<file path="config.mk">
export PLATFORM = sky130hd
export DESIGN_NAME = mux_sel_scheduler
export DESIGN_NICKNAME = d
export VERILOG_FILES = /design/src/rtl/mux_sched_pkg.sv /design/src/rtl/mux_sel_scheduler_rr_next_sel.sv /design/src/rtl/mux_sel_scheduler.sv
export SDC_FILE = /design/constraint.sdc
export NUM_CORES = 1
export LEC_CHECK = 0
export CORE_MARGIN = 5
export CORE_UTILIZATION = 45
export DETAILED_ROUTE_END_ITERATION = 7
export GPL_TIMING_DRIVEN = 0
export HOLD_SLACK_MARGIN = 0.03
export PLACE_DENSITY = 0.69
export SYNTH_ARGS = -nofsm -noshare
export SYNTH_HDL_FRONTEND = slang
export SYNTH_SLANG_ARGS = --single-unit
</file>
<file path="constraint.sdc">
create_clock -name clk -period 3.9 [get_ports clk]
set_input_delay 0.585 -clock clk [delete_from_list [all_inputs] [get_ports clk]]
set_output_delay 0.585 -clock clk [all_outputs]
set_load 0.01 [all_outputs]
</file>
<file path="src/rtl/mux_sched_pkg.sv">
// Shared types and sizes for the channel-select scheduler.
// No logic; no latency; no backpressure.
// Imported by mux_sel_scheduler and rr_next_sel.
package mux_sched_pkg;

  localparam int NUM_CH = 8;
  localparam int SEL_W  = 3;

  typedef enum logic [1:0] {
    IDLE = 2'd0,
    RUN  = 2'd1,
    HOLD = 2'd2
  } sched_state_t;

endpackage

</file>
<file path="src/rtl/mux_sel_scheduler_rr_next_sel.sv">
// Round-robin finder: next enabled channel after cur, wrapping back to cur.
// Purely combinational, zero latency.
// No backpressure; none flags an all-zero mask.
module rr_next_sel
  import mux_sched_pkg::*;
(
  input  logic [NUM_CH-1:0] ch_en,
  input  logic [SEL_W-1:0]  cur,
  output logic [SEL_W-1:0]  nxt,
  output logic              wraps,
  output logic              none
);

  logic             found;
  logic [SEL_W-1:0] idx;

  // Search cur+1 .. cur+8; the last candidate is cur itself.
  always_comb begin
    nxt   = cur;
    found = 1'b0;
    idx   = cur;
    for (int i = 1; i <= NUM_CH; i++) begin
      idx = cur + SEL_W'(i);
      if (!found && ch_en[idx]) begin
        nxt   = idx;
        found = 1'b1;
      end
    end
  end

  assign wraps = (nxt <= cur);
  assign none  = ~|ch_en;

endmodule

</file>
<file path="src/rtl/mux_sel_scheduler.sv">
// Mux/demux channel-select scheduler: round-robin over ch_en, DWELL-cycle hold, run/step control.
// Latency: sel/wrap/valid update one edge after the trigger (terminal count, step, mask miss).
// No backpressure; step support is compiled in only with MUXSCHED_STEP_EN defined.
module mux_sel_scheduler
  import mux_sched_pkg::*;
#(
  parameter int DWELL = 33554432,
  parameter int CNT_W = 28
)
(
  input  logic              clk,
  input  logic              rst,
  input  logic [NUM_CH-1:0] ch_en,
  input  logic              run,
  input  logic              step,
  output logic [SEL_W-1:0]  sel,
  output logic              valid,
  output logic              wrap
);

  localparam logic [CNT_W-1:0] TC = CNT_W'(DWELL - 1);

  sched_state_t     state;
  logic [CNT_W-1:0] cnt;
  logic [SEL_W-1:0] nxt;
  logic [SEL_W-1:0] sel_d;
  logic             wraps;
  logic             none;
  logic             forced;
  logic             tc;
  logic             step_adv;
  logic             adv;

  rr_next_sel u_rr (
    .ch_en (ch_en),
    .cur   (sel),
    .nxt   (nxt),
    .wraps (wraps),
    .none  (none)
  );

`ifdef MUXSCHED_STEP_EN
  assign step_adv = !run && step;
`else
  assign step_adv = 1'b0 & step;
`endif

  // A mask miss on the current channel outranks dwell expiry and step.
  assign forced = !ch_en[sel];
  assign tc     = (state == RUN) && run && (cnt == TC);
  assign adv    = forced || tc || step_adv;
  assign sel_d  = adv ? nxt : sel;

  always_ff @(posedge clk) begin
    if (rst) begin
      state <= IDLE;
      cnt   <= '0;
      sel   <= '0;
      valid <= 1'b0;
      wrap  <= 1'b0;
    end else if (none) begin
      state <= IDLE;
      cnt   <= '0;
      valid <= 1'b0;
      wrap  <= 1'b0;
    end else if (state == IDLE) begin
      state <= run ? RUN : HOLD;
      cnt   <= '0;
      valid <= ch_en[sel];
      wrap  <= 1'b0;
    end else begin
      state <= run ? RUN : HOLD;
      sel   <= sel_d;
      wrap  <= adv && wraps;
      valid <= ch_en[sel_d];
      // HOLD keeps the counter at zero so a resumed RUN starts a full dwell.
      if (forced || !run || state == HOLD || cnt == TC)
        cnt <= '0;
      else
        cnt <= cnt + 1'b1;
    end
  end

endmodule
</file>
Word level (Yosys, flattened, before mapping)
Cells that the tools add are included.
{"block": "op_classes", "n_reduce_logical": 29, "mul": 0, "shift": 0, "n_lt_le_gt_ge": 10, "n_mux": 36, "div": 0, "n_bitwise": 2, "n_addsub": 8, "eq_ne": 3}
{"operator": "less-than comparator 3 x 4 -> 1 bit, second input constant", "count": 9}
{"operator": "adder 28 x 1 -> 28 bit, second input constant", "count": 1}
{"operator": "== test 28 x 25 -> 1 bit, second input constant", "count": 1}
{"operator": "binary-select mux 1 bit (select 3 bit)", "count": 9}
{"operator": "2-to-1 mux 3 bit", "count": 9}
{"operator": "2-to-1 mux 1 bit", "count": 17}
{"operator": "adder 3 bit, second input constant", "count": 4}
{"operator": "logical AND 1 bit", "count": 10}
{"operator": "logical NOT 1 bit", "count": 9}
{"operator": "OR reduction 8 bit", "count": 1}
{"operator": "adder 3 x 2 -> 3 bit, second input constant", "count": 2}
{"operator": "logical OR 1 bit", "count": 4}
{"operator": "OR reduction 4 bit", "count": 1}
{"operator": "adder 3 x 1 -> 3 bit, second input constant", "count": 1}
{"operator": "<= comparator 3 bit", "count": 1}
{"operator": "OR reduction 3 bit", "count": 1}
{"operator": "== test 2 x 1 -> 1 bit, second input constant", "count": 1}
{"operator": "== test 2 bit, second input constant", "count": 1}
{"operator": "logical NOT 2 bit", "count": 1}
{"operator": "2-to-1 mux 2 bit", "count": 1}
{"operator": "NOT 1 bit", "count": 2}
{"operator": "AND reduction 2 bit", "count": 1}
{"operator": "OR reduction 2 bit", "count": 1}
{"block": "totals", "input_bits": 12, "ramBits": 0, "ff_bits": 35, "elab_cells": 93, "n_memories": 0, "output_inout_bits": 5, "rom_bits": 0, "latch_bits": 0}

Logic depth before layout (Yosys ltp)
{"block": "logic_depth", "ltp_word": 29, "depth_mapped": 18, "mapped_depth_nobuf": 15}

Modules after synthesis
Synthesis repeated with hierarchy kept, for this count alone.
{"block": "unflattened", "hier_cells": 276, "hier_area_um2": 2610.0}
{"mod": "mux_sel_scheduler", "n_inst": 1, "seq_area_each_um2": 700.7, "area_per_inst_um2": 1657.8, "cells_per_inst": 177}
{"mod": "rr_next_sel", "n_inst": 1, "seq_area_each_um2": 0.0, "area_per_inst_um2": 952.2, "cells_per_inst": 99}

Least setup slack after synthesis
Ideal clock, no wire load.
{"block": "synth_timing", "path_kind": "register -> register", "start": "reg sel[0]", "end": "reg wrap", "path_stages_with_launch": 18, "arrival_time_ps": 3469, "path_buffers": 3, "setup_slack_ps": 353, "setup_ps": 78, "synth_period_minus_slack_ps": 3547, "t_required_ps": 3822, "cell_sequence": "dfxtp_1 -> buf_6 -> buf_2 -> inv_1 -> ha_1 -> buf_2 -> mux4_1 -> mux2i_4 -> o311ai_4 -> nor3_4 -> a22oi_1 -> a22o_1 -> nand2_1 -> ha_1 -> a21o_1 -> a21oi_1 -> a31oi_1 -> nor3_1"}
{"block": "synth_via", "elab_chain_cells": 27, "word_cells_on_any_way": 56, "classes_between": "add/sub: 7; order compare: 1; mux: 31; reduce/logical: 17"}
{"element": "start: declaration", "line_no": "mux_sel_scheduler.sv:16", "rtl": "output logic [SEL_W-1:0] sel,"}
{"element": "start signal: assignment", "line_no": "mux_sel_scheduler.sv:73", "rtl": "sel <= sel_d;"}
{"element": "adder 3 x 1 -> 3 bit", "line_no": "mux_sel_scheduler_rr_next_sel.sv:23", "rtl": "idx = cur + SEL_W'(i);"}
{"element": "binary-select mux 1 bit (select 3 bit)", "line_no": "mux_sel_scheduler_rr_next_sel.sv:24", "rtl": "if (!found && ch_en[idx]) begin"}
{"element": "2-to-1 mux 1 bit (implied by the code)", "line_no": "mux_sel_scheduler_rr_next_sel.sv:24"}
{"element": "2-to-1 mux 1 bit", "line_no": "mux_sel_scheduler_rr_next_sel.sv:24"}
{"element": "logical NOT 1 bit", "line_no": "mux_sel_scheduler_rr_next_sel.sv:24"}
{"element": "logical AND 1 bit", "line_no": "mux_sel_scheduler_rr_next_sel.sv:24"}
{"element": "2-to-1 mux 1 bit", "line_no": "mux_sel_scheduler_rr_next_sel.sv:24"}
{"element": "logical NOT 1 bit", "line_no": "mux_sel_scheduler_rr_next_sel.sv:24"}
{"element": "(+11 left out)"}
{"element": "logical NOT 1 bit", "line_no": "mux_sel_scheduler_rr_next_sel.sv:24"}
{"element": "logical AND 1 bit", "line_no": "mux_sel_scheduler_rr_next_sel.sv:24"}
{"element": "2-to-1 mux 1 bit", "line_no": "mux_sel_scheduler_rr_next_sel.sv:24"}
{"element": "logical NOT 1 bit", "line_no": "mux_sel_scheduler_rr_next_sel.sv:24"}
{"element": "logical AND 1 bit", "line_no": "mux_sel_scheduler_rr_next_sel.sv:24"}
{"element": "2-to-1 mux 3 bit", "line_no": "mux_sel_scheduler_rr_next_sel.sv:24"}
{"element": "<= comparator 3 bit", "line_no": "mux_sel_scheduler_rr_next_sel.sv:31", "rtl": "assign wraps = (nxt <= cur);"}
{"element": "logical AND 1 bit *", "line_no": "mux_sel_scheduler.sv:74", "rtl": "wrap <= adv && wraps;"}
{"element": "end signal: assignment", "line_no": "mux_sel_scheduler.sv:74"}
{"element": "end: declaration", "line_no": "mux_sel_scheduler.sv:18", "rtl": "output logic wrap"}
Mark *: on every way between the ends. The rest lies on a longest branch, timed or not. The select of a mux whose other input is x is not followed.
A chain may end at the register's enable or synchronous reset.

Worst setup path in the final report
Same ends and word-level chain as after synthesis.

==> impl_metrics.json <==
{
  "htreeDepth": 2,
  "n_antenna_cell": 0,
  "layout-drive-gt1-share": 0.1410,
  "hold-path-cell-count": 1,
  "synth_edf_count": 0,
  "syn_area_per_cell_um2": 8.644,
  "place.port_buffers": 15,
  "cts_buffer_depth": 2,
  "tritoncts": "built",
  "root_buffer": "clkbuf_8",
  "path_class": "reg -> reg",
  "start_util": 0.4558,
  "grt.total_usage": 0.1561,
  "first_iter_violations": 154,
  "min-delay-start": "cnt[0]",
  "grt_pass1_wl_um": 9039,
  "syn_area_um2": 2464,
  "p_comb_frac": 0.603,
  "io_pins": 17,
  "ys.flop_type": "dfxtp_1",
  "grt_pass1_vias": 1989,
  "seq_area_frac_synth": 0.2844,
  "swShare": 0.4021,
  "fin_crit_ns": 3.704,
  "synthCells": 285,
  "placed_area_um2": 2704,
  "power.switching_mw": 0.7166,
  "vias": 2184,
  "worstPathMaxFanout": 10,
  "firstDrtPassIters": 4,
  "clkPwrFrac": 0.174,
  "die_w_um": 83.99,
  "start_kind": "flop",
  "crit_chain": "buf_6 > buf_6 > clkinvlp_4 > ha_1 > buf_2 > mux4_2 > mux2i_4 > o311ai_4 > nor3_4 > a22oi_1 > a22o_1 > nand2_1 > ha_1 > a21o_1 > a21oi_1 > a31oi_1 > nor3_1",
  "antenna_found_initial": 0,
  "dieHeight_um": 83.99,
  "ir_drop_mv": 0.2816,
  "max-cap-violations": 0,
  "fmax_ghz": 0.2700,
  "relSlewSlack": 0.6132,
  "whs_endpoint": "cnt[0]",
  "synthArstFlopShare": 0,
  "p_leak_nw": 0.9850,
  "rsz0062_at_grt": "false",
  "totalWireLength_um": 5399,
  "grt_overflow": 0,
  "finClkSkew_ns": 0.004812,
  "reg2reg_depth": 17,
  "synth_cell_type_count": 61,
  "drc": 0,
  "maxSlewViolCount": 0,
  "power_density_nw_per_um2": 621.7,
  "num-fill-cells": 498,
  "cp_data_arrival_time_ns": 3.90,
  "yosysWarningCount": 0,
  "crit_required_ns": 4.10,
  "min_period_over_period": 0.9497,
  "finalHoldViolCount": 0,
  "crit_slowest_cell": "dfxtp_2",
  "worstMarginPinSlew_ns": 0.5749,
  "clk_latency_ns": 0.28,
  "ys_ff_latch": 35,
  "slowest_delay_ns": 0.41,
  "worstReg2RegStart": "sel[0]",
  "hpwl_um": 3951,
  "hold_slack_ns": 0.4673,
  "worstSetupEndpointType": "flop",
  "synth_top_area_cell": "dfxtp_1",
  "synth_area_leaders": "dfxtp_1 28%, xor2_1 6.0%, nor2_1 5.5%, mux2_2 3.7%, xnor2_1 3.6%",
  "clkSinkCount": 35,
  "grtUsageMet3": 0.02962,
  "busiest_layer": "met2",
  "hp-class": "reg -> reg",
  "setup_viol": 0,
  "yosysTopAreaCellShare": 0.2844,
  "rows": 27,
  "final_cell_area_um2": 2867,
  "grt_use_met1": 0.2035,
  "final_common_cell": "nor2_1",
  "gr-usage-met2": 0.2581,
  "drtAntennaViolNets": 0,
  "internal_power_mw": 1.065,
  "grt_max_degree": 12,
  "gp_congestion": 0.8554,
  "die_area_um2": 7054,
  "wire_per_inst_um": 14.06,
  "status": "finished, final reports clean",
  "finalNonFillerCells": 384,
  "path_clk_slew_ns": 0.07,
  "num-nets-final": 330,
  "area_delta_synth_final_pct": 16.35,
  "final_cell_mix": "36 x nor2_1, 33 x dfxtp_1, 21 x nand2_1, 17 x xor2_1, 15 x clkdlybuf4s50_1",
  "reg2reg_to": "wrap",
  "synthesis.nets": 303,
  "dp.cells": 372,
  "ctsHoldBuffers": 0,
  "r2r_slack_ns": 0.20,
  "core_area_um2": 5405,
  "power_mw": 1.782,
  "seqPwrFrac": 0.223,
  "cts_buffers": 5,
  "via_per_inst": 5.688
}
area by class of cell:
| class | instances | area, µm² | area share |
|---|---|---|---|
| clock inverter | 1 | 30.03 | 0.01048 |
| timing repair buffer | 20 | 187.7 | 0.06547 |
| clock buffer | 6 | 72.57 | 0.02532 |
| buffer | 9 | 55.05 | 0.01921 |
| inverter | 10 | 41.29 | 0.01440 |
| sequential | 35 | 703.2 | 0.2453 |
| tap | 72 | 90.09 | 0.03143 |
| multi-input combinational | 231 | 1687 | 0.5884 |
kinds of logic after synthesis:
family | share of synthesized area
and+or+nand+nor | 0.2514
AOI/OAI and AO/OA | 0.1676
DFF | 0.2844
xor gates and xnor gates | 0.09599
muxes | 0.1356
buffers and inverters | 0.03453
adders and majority gates | 0.03047
repair_timing:
item	CTS	global route
resized for setup	5	8
setup buffers	2	3
endpoints found under the setup margin	1	1
pin swaps	1	4
power by group through the flow:
stage / clock (mW) / combinational [mW] / sequential, mW
after floorplan: 0 / 0.777 / 0.405
after global placement: 0 / 0.980 / 0.403
after detailed placement: 0 / 0.983 / 0.403
after CTS: 0.319 / 1.00 / 0.396
after global routing: 0.340 / 1.16 / 0.399
final: 0.310 / 1.07 / 0.397
metrics by stage:
step | utilization | setup slack [ns] | TNS [ns]
4_1_cts | 0.5218 | 0.02735 | 0
6_report | 0.5303 | 0.1962 | 0
3_5_place_dp | 0.5002 | -0.2144 | -0.2144
3_3_place_gp | 0.5002 | -0.2149 | -0.2149
5_1_grt | 0.5303 | 0.02002 | 0
2_1_floorplan | - | 0.3531 | 0
how the worst max path moves through the flow:
stage,startpoint,end,slack (ns)
6_report,sel[0],wrap,0.20
3_5_place_dp,sel[0],wrap,-0.21
3_3_place_gp,sel[0],wrap,-0.21
2_1_floorplan,sel[0],wrap,0.35
4_1_cts,sel[0],wrap,0.03
5_1_grt,sel[0],wrap,0.02
state kept, by name, indices dropped and copies added, names as in the netlist:
signal,flops
state,2
sel,3
wrap,1
valid,1
cnt,28
routing by layer:
layer	part of all wire	wire length [µm]	vias to the layer above
met5	0	0	-
met4	0.021	115	0
met3	0.060	326	12
met2	0.47	2542	64
met1	0.45	2415	1009
li1	-	-	1099
cells in the mapped netlist, drive strengths merged (5+ instances only):
| library cell | number |
|---|---|
| xnor2 | 10 |
| and3 | 5 |
| inv | 10 |
| mux2 | 9 |
| a21oi | 13 |
| and2 | 6 |
| dfxtp | 35 |
| and4 | 5 |
| nor2 | 36 |
| nand3 | 12 |
| nand2 | 21 |
| ha | 6 |
| mux2i | 7 |
| nand4 | 5 |
| o21ai | 15 |
| xor2 | 17 |
| mux4 | 6 |
| buf | 5 |
| nor3 | 10 |
critical path: cells and delay by family (launching register included):
kind                       cells  cell delay (ns)
AOI/OAI and AO/OA              6             0.90
adders and majority gates      2             0.51
buffers and inverters          4             0.65
DFF                            1             0.41
muxes                          2             0.62
and+or+nand+nor                3             0.52
Power figures use the tool's default switching activity.
